**src/rtl/stage_if.sv**
```systemverilog
// Instruction-fetch stage.
//
// Issues one instruction-SRAM read per cycle whenever the stage can accept a
// new instruction, and presents the fetched word to decode one cycle later.
// A redirect from decode cancels the in-flight wrong-path instruction. If
// decode is stalled at that moment, the target is remembered and fetched on
// the following cycle. While decode stalls, the returned word is latched into
// a one-entry buffer, so the output stays stable even if the SRAM read port
// changes underneath it.
//
// Ports:
//   clk, rst          clock; synchronous active-high reset
//   allowout          decode can accept an instruction this cycle
//   validout          output_pc/output_inst hold a valid instruction
//   br_taken          decode-stage redirect (already qualified)
//   br_target         redirect address
//   output_pc         PC of the held instruction
//   output_inst       held instruction word
//   inst_sram_*       instruction SRAM request/response (read only)
module stage_if #(
  parameter logic [31:0] RESET_PC = 32'h1C00_0000
) (
  input  logic        clk,
  input  logic        rst,
  input  logic        allowout,
  output logic        validout,
  input  logic        br_taken,
  input  logic [31:0] br_target,
  output logic [31:0] output_pc,
  output logic [31:0] output_inst,
  output logic        inst_sram_en,
  output logic [3:0]  inst_sram_we,
  output logic [31:0] inst_sram_addr,
  output logic [31:0] inst_sram_wdata,
  input  logic [31:0] inst_sram_rdata
);

  logic [31:0] pc_q, pc_d;
  logic        valid_q, valid_d;
  logic        redir_pend_q, redir_pend_d;
  logic [31:0] redir_pc_q, redir_pc_d;
  logic        ibuf_valid_q, ibuf_valid_d;
  logic [31:0] ibuf_q, ibuf_d;

  logic        readygo;
  logic        allowin;
  logic [31:0] nextpc;

  // Fetch always completes in one cycle.
  assign readygo = 1'b1;
  assign allowin = ~valid_q | (readygo & allowout);

  // A fresh redirect beats a remembered one; pc+4 wraps naturally at 2^32.
  always_comb begin
    if (br_taken) begin
      nextpc = br_target;
    end else if (redir_pend_q) begin
      nextpc = redir_pc_q;
    end else begin
      nextpc = pc_q + 32'd4;
    end
  end

  assign inst_sram_en    = allowin & ~rst;
  assign inst_sram_addr  = nextpc;
  assign inst_sram_we    = 4'h0;
  assign inst_sram_wdata = 32'h0;

  // A redirect in the current cycle means the held instruction is wrong-path.
  assign validout    = valid_q & ~br_taken & ~rst;
  assign output_pc   = pc_q;
  assign output_inst = ibuf_valid_q ? ibuf_q : inst_sram_rdata;

  always_comb begin
    pc_d         = pc_q;
    valid_d      = valid_q;
    redir_pend_d = redir_pend_q;
    redir_pc_d   = redir_pc_q;
    ibuf_valid_d = ibuf_valid_q;
    ibuf_d       = ibuf_q;
    if (allowin) begin
      pc_d         = nextpc;
      valid_d      = 1'b1;
      redir_pend_d = 1'b0;
      ibuf_valid_d = 1'b0;
    end else if (br_taken) begin
      // Stalled redirect: drop the held instruction, fetch target next cycle.
      valid_d      = 1'b0;
      redir_pend_d = 1'b1;
      redir_pc_d   = br_target;
    end else if (!ibuf_valid_q) begin
      // Stalled with a valid instruction: latch the word before the SRAM
      // read port is allowed to change.
      ibuf_d       = inst_sram_rdata;
      ibuf_valid_d = 1'b1;
    end
  end

  always_ff @(posedge clk) begin
    if (rst) begin
      pc_q         <= RESET_PC - 32'd4;
      valid_q      <= 1'b0;
      redir_pend_q <= 1'b0;
      redir_pc_q   <= 32'h0;
      ibuf_valid_q <= 1'b0;
      ibuf_q       <= 32'h0;
    end else begin
      pc_q         <= pc_d;
      valid_q      <= valid_d;
      redir_pend_q <= redir_pend_d;
      redir_pc_q   <= redir_pc_d;
      ibuf_valid_q <= ibuf_valid_d;
      ibuf_q       <= ibuf_d;
    end
  end

endmodule

```
**config.mk**
```make
export PLATFORM = sky130hd
export DESIGN_NAME = stage_if
export DESIGN_NICKNAME = d
export VERILOG_FILES = /design/src/rtl/stage_if.sv
export SDC_FILE = /design/constraint.sdc
export NUM_CORES = 1
export LEC_CHECK = 0
export CAP_MARGIN = 40
export CORE_ASPECT_RATIO = 0.6
export CORE_MARGIN = 8
export CORE_UTILIZATION = 40
export DETAILED_ROUTE_END_ITERATION = 16
export PLACE_DENSITY = 0.81
export SYNTH_ARGS = -nofsm -noshare
export SYNTH_HDL_FRONTEND = slang
export SYNTH_SLANG_ARGS = --single-unit
export TNS_END_PERCENT = 50
```
**constraint.sdc**
```tcl
create_clock -name clk -period 3.05 [get_ports clk]
set_input_delay 0.61 -clock clk [delete_from_list [all_inputs] [get_ports clk]]
set_output_delay 0.61 -clock clk [all_outputs]
set_load 0.02 [all_outputs]
```
==> run summary, run 1 <==
Most frequent cells in the layout: clkdlybuf4s50_1 (135), dfxtp_1 (99), buf_4 (72), nor3_1 (70), nor2_1 (55)
CTS Sinks: 99
Vias in the first global route: 5601
Library cells used by synthesis: 59
Commonest non-fill, non-tap cell in the layout: clkdlybuf4s50_1
H-tree levels: 3
Initial antenna violation count: 0
Final weighted congestion in routability-driven placement: 0.895
CP required: 2.44 ns
Seq pwr share: 0.358
I/O Buffers: 165
Die area: 17700 sq um
GRT Resource Usage Total: 0.209
Fill count: 1197
Hold crit path type: reg -> reg
Cell count after synthesis: 655
Max Slew Vio Count: 0
Final Hold Fails: 0
Cts hold-fix bufs: 0
Ys async rst share: 0
CTS Root Cell: clkbuf_16
CTS tree: done
Critical path startpoint category: register
Post-synthesis sequential area ratio: 0.365
Setup tns final: 0 ns
Switch share: 0.315
GR Overflow Total: 0
Synth Register Bits: 99
Fin crit share: 0.972
Clk_lat worst skew: 0.34 ns
Lkg Pwr: 3.08 nW
Final worst path period need: 2.96 ns
Outcome: finished, final reports clean
RSZ-0062 raised after global routing: true
Critical R2R Launch: output_pc[2]
Area grow syn2layout: 45.1%
Total CTS buffers: 9
CP startpoint: output_pc[2]
Slew headroom: 0.609
Internal cell power: 2.73 mW
Pwr dens: 506 nW/um^2
Ys flop type: dfxtp_1
Combinational share of power: 0.314
HP Start: redir_pc_q[6]
Clk pin slew, worst setup/hold paths: 0.07 ns
Worst-Margin Slew: 0.586 ns
DR vias/cell: 5.50
Rows: 33
CP max FO: 7
Clock skew: 0.00858 ns
Largest net degree at the start of global routing: 40
Crit path kind: reg -> out
Io pins: 202
Max clock buf depth: 2
Psw: 1.26 mW
Initial core utilization: 0.403
Final design utilization: 0.585
Final setup viols: 0
Syn Std Cell Area: 5430 sq um
Maximum vdd drop: 325 uV
Max Cap Viol: 0
ANT cells: 0
Peak Freq: 337 MHz
Endpoint class of the critical path: output pin
Core area: 13500 sq um
Final #Nets: 918
First-pass GRT wire length: 30300 um
Remaining antenna violation count: 0
WL/cell: 18.4 um
Post-synth EDFFs: 0
DR vias: 5651
Crit path DAT: 2.35 ns
Flop2flop setup slack: 0.89 ns
Chip width: 166 um
Remaining DRCs: 0
Hold slack: 0.457 ns
Die Span Y: 106 um
Final wirelength: 18900 um
Synth warn: 0
Clock share of power: 0.328
1st-iter DRT viols: 464
Layout cell share with drive strength beyond 1: 0.183
Pre-antenna DRT Iters: 7
Hpwl dp: 14100 um
Avg Cell Area, Syn: 8.29 sq um
## through the flow
stage                     power (mW)  area (sq um)  setup WS, ns  cells
after global placement          2.67          7430       -0.0562   1007
after floorplan                 2.15          5560         0.124    690
final                           3.99          7880        0.0853   1028
after global routing            4.19          7880       -0.0347   1028
after detailed placement        2.68          7440       -0.0396   1008
after CTS                       4.00          7810        -0.162   1026
## state kept, by name, summed over array words and instances (netlist names)
signal and cells:
ibuf_q 32, output_pc 32, redir_pend_q 1, valid_q 1, redir_pc_q 32, ibuf_valid_q 1
## logic make-up (layout without fill, tap and decap cells)
group / Yosys count / in the layout / share of synthesized area
simple gates: 222 / 222 / 0.203
compound gates: 165 / 165 / 0.208
buf+inv: 101 / 264 / 0.0979
flops: 99 / 99 / 0.365
mux: 42 / 42 / 0.0848
xor+xnor: 24 / 24 / 0.0387
fa+ha+maj: 1 / 1 / 0.00230
other cells: 1 / 36 / 0.000691
## cells in the mapped netlist, drive strengths merged (4+ instances only)
cell / count / area share
a21oi: 40 / 0.037
a22o: 23 / 0.037
a22oi: 8 / 0.011
a2bb2oi: 4 / 0.0065
a31oi: 4 / 0.0046
a32o: 7 / 0.013
and3: 5 / 0.0058
and4: 4 / 0.0069
buf: 43 / 0.057
clkbuf: 42 / 0.029
dfxtp: 99 / 0.37
inv: 14 / 0.0097
mux2: 32 / 0.066
mux2i: 10 / 0.018
nand2: 38 / 0.026
nand3: 14 / 0.013
nand4: 10 / 0.015
nor2: 56 / 0.039
nor3: 71 / 0.065
nor4: 10 / 0.013
o21ai: 33 / 0.030
o22a: 8 / 0.013
o22ai: 7 / 0.0081
o31ai: 5 / 0.0069
o32ai: 4 / 0.0065
xnor2: 20 / 0.032
xor2: 4 / 0.0065
## worst max-delay path, cell delays in order (launching register included)
cell and delay [ns]:
dfxtp_1 0.34, ha_1 0.18, nand4_2 0.14, buf_4 0.20
or4_4 0.58, o211ai_1 0.22, clkdlybuf4s15_1 0.35
## power groups by stage
stage                     Sequential, mW  Combinational (mW)  Clock [mW]
after global routing                1.44                1.34        1.41
after CTS                           1.43                1.23        1.35
after detailed placement            1.46                1.23           0
after floorplan                     1.52               0.628           0
final                               1.43                1.25        1.31
after global placement              1.45                1.22           0
## area by class of cell
type | instances | area [sq um] | share of cell area
multi-input combinational | 490 | 3120 | 0.397
timing repair buffer | 234 | 2160 | 0.274
sequential | 99 | 1980 | 0.252
clock buffer | 9 | 225 | 0.0286
tap | 175 | 219 | 0.0278
clock inverter | 6 | 113 | 0.0143
inverter | 15 | 60.1 | 0.00762
## layer usage
metal  routed length [um]  part of all wire  up-vias  track usage
li1                     -                 -     2702            -
met1                 8460              0.45     2671        0.275
met2                 8330              0.44      259        0.318
met3                 1860             0.099       19       0.0792
met4                  224             0.012        0       0.0563
met5                    0                 0        -            0
## path summary, 6_finish.rpt
path,endpoint,depth (start not counted)
max,inst_sram_addr[26],6
min,redir_pc_q[6],2
max reg2reg,output_pc[26],6
min reg2reg,redir_pc_q[6],2
## repair_timing
item	4_1_cts	5_1_grt
resized for setup	39	41
endpoints found under the setup margin	22	24
pin swaps	3	2
cloned	0	0
buffers inserted	3	2
Power figures use the tool's default switching activity.
==> run 2, diff against run 1 <==
--- a/config.mk
+++ b/config.mk
@@ -10,7 +10,9 @@
 export CORE_MARGIN = 8
 export CORE_UTILIZATION = 40
 export DETAILED_ROUTE_END_ITERATION = 16
+export GPL_TIMING_DRIVEN = 0
 export PLACE_DENSITY = 0.81
+export RECOVER_POWER = 100
 export SYNTH_ARGS = -nofsm -noshare
 export SYNTH_HDL_FRONTEND = slang
 export SYNTH_SLANG_ARGS = --single-unit
==> run 2 against run 1 <==
Compared with the run above:
- sequential share of layout area fell by 0.12 points
- utilization rose by 1.2 points
- non-clock buffer count rose by 31
- die area did not move
- first-iteration DRC count rose by 25%
- critical path depth did not move
- clock-buffer cell count rose by 2
- clock power fell by 6%
- critical path type unchanged
- sequential cell count did not move
- final cell count rose by 3.1%
==> run summary, run 2 (same netlist as run 1, synthesis figures left out) <==
Chip width: 166 um
I/O Buffers: 164
CP required: 2.44 ns
Pwr dens: 488 nW/um^2
CP max-delay cell: dfxtp_1
H-tree levels: 3
Commonest non-fill, non-tap cell in the layout: dfxtp_1
Final weighted congestion in routability-driven placement: 0.918
Final Hold Fails: 0
Vias in the first global route: 5749
CP max FO: 5
Peak Freq: 333 MHz
Clock skew: 0.0117 ns
Hpwl dp: 15200 um
Final setup viols: 0
Hold crit path type: reg -> reg
CP max stage delay: 0.43 ns
Worst-Margin Slew: 0.771 ns
Final wirelength: 20800 um
Outcome: finished, final reports clean
Most frequent cells in the layout: dfxtp_1 (85), clkdlybuf4s50_1 (77), nor3_1 (70), dlygate4sd3_1 (64), buf_4 (58)
CTS Root Cell: clkbuf_16
Cts hold-fix bufs: 0
Maximum vdd drop: 243 uV
Final worst path period need: 3.00 ns
Clk pin slew, worst setup/hold paths: 0.07 ns
GRT Resource Usage Total: 0.226
Layout cell share with drive strength beyond 1: 0.193
Clk_lat worst skew: 0.35 ns
Hold slack: 0.458 ns
DR vias: 5893
Final non-filler cell total: 1060
CTS Sinks: 99
Die area: 17700 sq um
Initial antenna violation count: 1
Fill count: 1161
Slew headroom: 0.486
Remaining antenna violation count: 0
Critical path startpoint category: register
Io pins: 202
Max Slew Vio Count: 0
Core area: 13500 sq um
Rows: 33
Inst Count DP: 1029
Area grow syn2layout: 48.1%
Crit path kind: reg -> out
WL/cell: 19.6 um
Final #Nets: 949
Crit path DAT: 2.39 ns
Max Cap Viol: 0
Initial core utilization: 0.403
Largest net degree at the start of global routing: 18
Die Span Y: 106 um
Pre-antenna DRT Iters: 6
Critical Path, Cell by Cell: nand4_1 -> nor4_4 -> buf_4 -> xnor2_1 -> o21ai_0 -> clkdlybuf4s15_2
ANT cells: 0
1st-iter DRT viols: 579
Total CTS buffers: 9
RSZ-0062 raised after global routing: true
Fin crit share: 0.985
Max clock buf depth: 2
GR Overflow Total: 0
Endpoint class of the critical path: output pin
Remaining DRCs: 0
First-pass GRT wire length: 32100 um
CTS tree: done
Lkg Pwr: 3.07 nW
DR vias/cell: 5.56
-- run 2: cell types whose count changed in the layout (fill, tap and decap cells not counted), moves of 4 or more --
cell	change
a21oi_1	+4
a21oi_2	-4
buf_4	-14
clkbuf_1	+34
clkbuf_2	+7
clkdlybuf4s50_1	-58
dfxtp_1	-14
dfxtp_2	+9
dfxtp_4	+5
dlygate4sd3_1	+64
dlymetal6s2s_1	-8
nor4_2	-5
nor4_4	+6
-- run 2: final cells by class --
cell class              count  area (sq um)  share of cell area
well taps                 175           219              0.0272
clock inverters             5          66.3             0.00825
flip-flops and latches     99          2010               0.250
multi-input cells         490          3210               0.399
inverters                  15          60.1             0.00747
plain buffers              84           505              0.0629
repair buffers            181          1710               0.213
clock buffers              11           253              0.0314
-- run 2: path summary, 6_finish.rpt --
kind / cells after the start / to / startpoint / slack [ns]
worst max-delay path: 6 / inst_sram_addr[18] / output_pc[16] / 0.05
worst min-delay path: 2 / redir_pc_q[17] / redir_pc_q[17] / 0.46
worst max register to register: 7 / output_pc[26] / output_pc[19] / 0.72
worst min register to register: 2 / redir_pc_q[17] / redir_pc_q[17] / 0.46
-- run 2: critical path: cells and delay by family (launching register included) --
family | cells | cell delay, ns
and+or+nand+nor | 2 | 0.71
xor gates and xnor gates | 1 | 0.06
AOI/OAI and AO/OA | 1 | 0.31
DFF | 1 | 0.43
buffers and inverters | 2 | 0.54
-- run 2: repair_timing --
| action | in CTS | in global routing |
|---|---|---|
| setup endpoints to repair | 31 | 57 |
| resized for setup | 97 | 41 |
| gates cloned | 0 | 1 |
| setup buffers | 10 | 6 |
| pin swaps | 7 | 3 |
-- run 2: power by group --
| group | switching [mW] | internal (mW) | total, mW |
|---|---|---|---|
| registers | 0.101 | 1.38 | 1.48 |
| clock network | 0.533 | 0.694 | 1.23 |
| logic | 0.693 | 0.524 | 1.22 |
| total | 1.33 | 2.59 | 3.92 |
-- run 2: stage by stage --
stage                     setup WS [ns]  total power [mW]  TNS [ns]  utilization  cell area, sq um
after global routing            -0.0310              4.07    -0.217        0.597              8040
after CTS                       -0.0529              3.92   -0.0819        0.595              8000
final                            0.0456              3.92         0        0.597              8040
after detailed placement         -0.782              2.65    -10.56        0.551              7420
after global placement           -0.806              2.63    -10.66        0.551              7420
after floorplan                   0.124              2.15         0            -              5560
-- run 2: routing by layer --
metal,GRT usage,vias to the layer above,routed length (um)
met2,0.341,356,8970
met4,0.0614,2,353
met1,0.296,2725,8580
li1,-,2765,-
met3,0.0895,45,2840
met5,0,-,10
==> run 3, diff against run 2 <==
--- a/config.mk
+++ b/config.mk
@@ -5,6 +5,7 @@
 export SDC_FILE = /design/constraint.sdc
 export NUM_CORES = 1
 export LEC_CHECK = 0
+export ABC_AREA = 1
 export CAP_MARGIN = 40
 export CORE_ASPECT_RATIO = 0.6
 export CORE_MARGIN = 8
==> run 3 against run 2 <==
Compared with the run above:
- register-to-register slack better by 0.31 ns
- area after synthesis is 1.3% higher
- synthesized cell count is 32% higher
- clock-buffer cell count is 2 lower
- sequential power is 3% lower
- utilization is 2.0 points lower
- critical path depth is 2 lower
- global-route usage is 1.4 points lower
- via count is 5.2% higher
- clock power is 9.8% lower
==> run summary, run 3 <==
Outcome: finished, final reports clean
First-pass GRT wire length: 30900 um
Ys async rst share: 0
Final weighted congestion in routability-driven placement: 0.966
WL/cell: 15.5 um
Post-synthesis sequential area ratio: 0.360
Endpoint class of the critical path: output pin
Lkg Pwr: 3.64 nW
R2R depth: 8
Buffers and inverters on the worst path: 2
Combinational share of power: 0.309
Worst Hold End: ibuf_q[16]
Fin crit share: 0.994
CTS Sinks: 99
Synth top area share: 0.360
Fin area: 7810 sq um
Hpwl dp: 15600 um
Pwr dens: 473 nW/um^2
Post-DP Area: 7500 sq um
Seq pwr share: 0.391
Crit path kind: in -> out
Final setup margin: 0.0187 ns
Chip width: 167 um
Most instantiated cells after synthesis: nand2_1 (236), inv_1 (122), dfxtp_1 (99), o21ai_0 (83), a21oi_1 (67)
HP Start: ibuf_q[16]
1st-iter DRT viols: 659
DR vias/cell: 4.93
CTS tree: done
Final Hold Fails: 0
Area grow syn2layout: 42.1%
Maximum vdd drop: 292 uV
GR Overflow Total: 0
ANT cells: 0
Top-count cell post-synth: nand2_1
Flop2flop setup slack: 1.03 ns
Max clock buf depth: 2
Hold crit path type: reg -> reg
Rows: 33
Psw: 1.32 mW
Clock share of power: 0.301
Final wirelength: 19500 um
Crit path DAT: 2.42 ns
CP max-delay cell: clkdlybuf4s50_1
Io pins: 202
Final setup viols: 0
Pre-antenna DRT Iters: 5
Critical Path, Cell by Cell: clkdlybuf4s50_1 -> nor2_1 -> nor2_4 -> clkdlybuf4s50_1
Switch share: 0.356
I/O Buffers: 165
H-tree levels: 3
Setup tns final: 0 ns
Post-Place Setup Slack: -0.470 ns
Max Slew Vio Count: 0
Hold slack: 0.448 ns
Peak Freq: 330 MHz
Ys flop type: dfxtp_1
FF-to-FF End: output_pc[17]
Core area: 13500 sq um
Total CTS buffers: 9
Clock skew: 0.00810 ns
Largest area contributor in the synthesized netlist: dfxtp_1
Post-synth EDFFs: 0
Library cells used by synthesis: 27
RSZ-0062 raised after global routing: true
Worst-Margin Slew: 0.662 ns
Remaining antenna violation count: 0
Fill count: 1339
Post-CTS Setup Bufs: 0
Critical R2R Launch: valid_q
Slew headroom: 0.559
Largest cells by area after synthesis: dfxtp_1 (36%), nand2_1 (16%), inv_1 (8.3%)
Vias in the first global route: 5805
Final non-filler cell total: 1257
Syn Std Cell Area: 5500 sq um
CTS Root Cell: clkbuf_16
Internal cell power: 2.38 mW
Die Span Y: 107 um
CP max FO: 19
Synth Register Bits: 99
Final worst path period need: 3.03 ns
DR vias: 6199
Avg Cell Area, Syn: 6.34 sq um
CP required: 2.44 ns
Critical path startpoint category: primary input
Cell count after synthesis: 867
Cts hold-fix bufs: 0
Max Cap Viol: 0
Largest net degree at the start of global routing: 20
Final design utilization: 0.577
Initial antenna violation count: 0
Delay-heaviest family, CP: buffers and inverters
Synth warn: 0
Overall power: 3.70 mW
Commonest non-fill, non-tap cell in the layout: nand2_1
Initial core utilization: 0.406
CP max stage delay: 0.72 ns
Layout cell share with drive strength beyond 1: 0.0989
Inst Count DP: 1242
Clk pin slew, worst setup/hold paths: 0.08 ns
Hold Path Stages: 2
Most frequent CP cell: clkdlybuf4s50_1
Die area: 17900 sq um
GRT Resource Usage Total: 0.212
Remaining DRCs: 0
Final #Nets: 1146
Most frequent cells in the layout: nand2_1 (236), inv_1 (123), clkdlybuf4s50_1 (101), o21ai_0 (94), dfxtp_1 (89)
Clk_lat worst skew: 0.35 ns
==> run 3: changes by cell type in the layout (fill, tap and decap cells not counted), sizes merged, moves of 28 or more <==
| cell | before | now |
|---|---|---|
| o22ai | 7 | 36 |
| dlygate4sd3 | 64 | 36 |
| nor3 | 71 | 1 |
| nand2 | 38 | 243 |
| o21ai | 33 | 100 |
| nand3 | 14 | 45 |
| inv | 16 | 128 |
| mux2 | 32 | 0 |
==> run 3: worst max-delay path by stage <==
| stage | start | end | slack [ns] | cells past startpoint |
|---|---|---|---|---|
| after floorplan | output_pc[3] | inst_sram_addr[20] | 0.89 | 9 |
| after global placement | br_taken | inst_sram_addr[0] | -0.46 | 7 |
| after detailed placement | br_taken | inst_sram_addr[1] | -0.47 | 7 |
| after CTS | output_pc[11] | inst_sram_addr[23] | -0.04 | 9 |
| after global routing | output_pc[4] | inst_sram_addr[17] | -0.05 | 8 |
| final | allowout | inst_sram_en | 0.02 | 4 |
==> run 3: power by group through the flow <==
stage                     Clock [mW]  Sequential [mW]  Combinational [mW]
after floorplan                    0             1.50               0.636
after global placement             0             1.47                1.15
after detailed placement           0             1.47                1.16
after CTS                       1.12             1.44                1.16
after global routing            1.18             1.45                1.24
final                           1.11             1.44                1.14
==> run 3: what timing repair did <==
item | 4_1_cts | 5_1_grt
resized for setup | 25 | 38
endpoints found under the setup margin | 34 | 23
gates cloned | 0 | 0
==> run 3: tightest hold or removal path, delay by kind of cell, from the launching register on <==
family / cells / cell delay [ns]
buffers and inverters: 1 / 0.05
flip-flops: 1 / 0.30
AO/OA/AOI/OAI: 1 / 0.05
==> run 3: area by class of cell <==
| class | count | area, sq um | area share |
|---|---|---|---|
| Tap cell | 175 | 219 | 0.0280 |
| Buffer | 75 | 457 | 0.0584 |
| Sequential cell | 99 | 1990 | 0.255 |
| Clock inverter | 7 | 58.8 | 0.00753 |
| Multi-Input combinational cell | 600 | 2760 | 0.353 |
| Inverter | 127 | 477 | 0.0610 |
| Clock buffer | 9 | 225 | 0.0288 |
| Timing Repair Buffer | 165 | 1630 | 0.208 |
==> run 3: cells by family (layout without fill, tap and decap cells) <==
family | after synthesis | count (layout) | share of synthesized area
flip-flops | 99 | 99 | 0.360
other | 1 | 36 | 0.000682
AO/OA/AOI/OAI | 203 | 203 | 0.193
buffers and inverters | 203 | 383 | 0.166
adder cells (fa/ha/maj) | 1 | 1 | 0.00228
XOR/XNOR | 4 | 4 | 0.00637
AND/OR/NAND/NOR | 356 | 356 | 0.271
==> run 3: per-layer routing <==
layer / track usage / wire length (um) / vias up
met3: 0.0858 / 2330 / 14
met4: 0.0228 / 106 / 0
li1: - / - / 3124
met2: 0.318 / 8090 / 271
met1: 0.290 / 9010 / 2790
met5: 0 / 0 / -
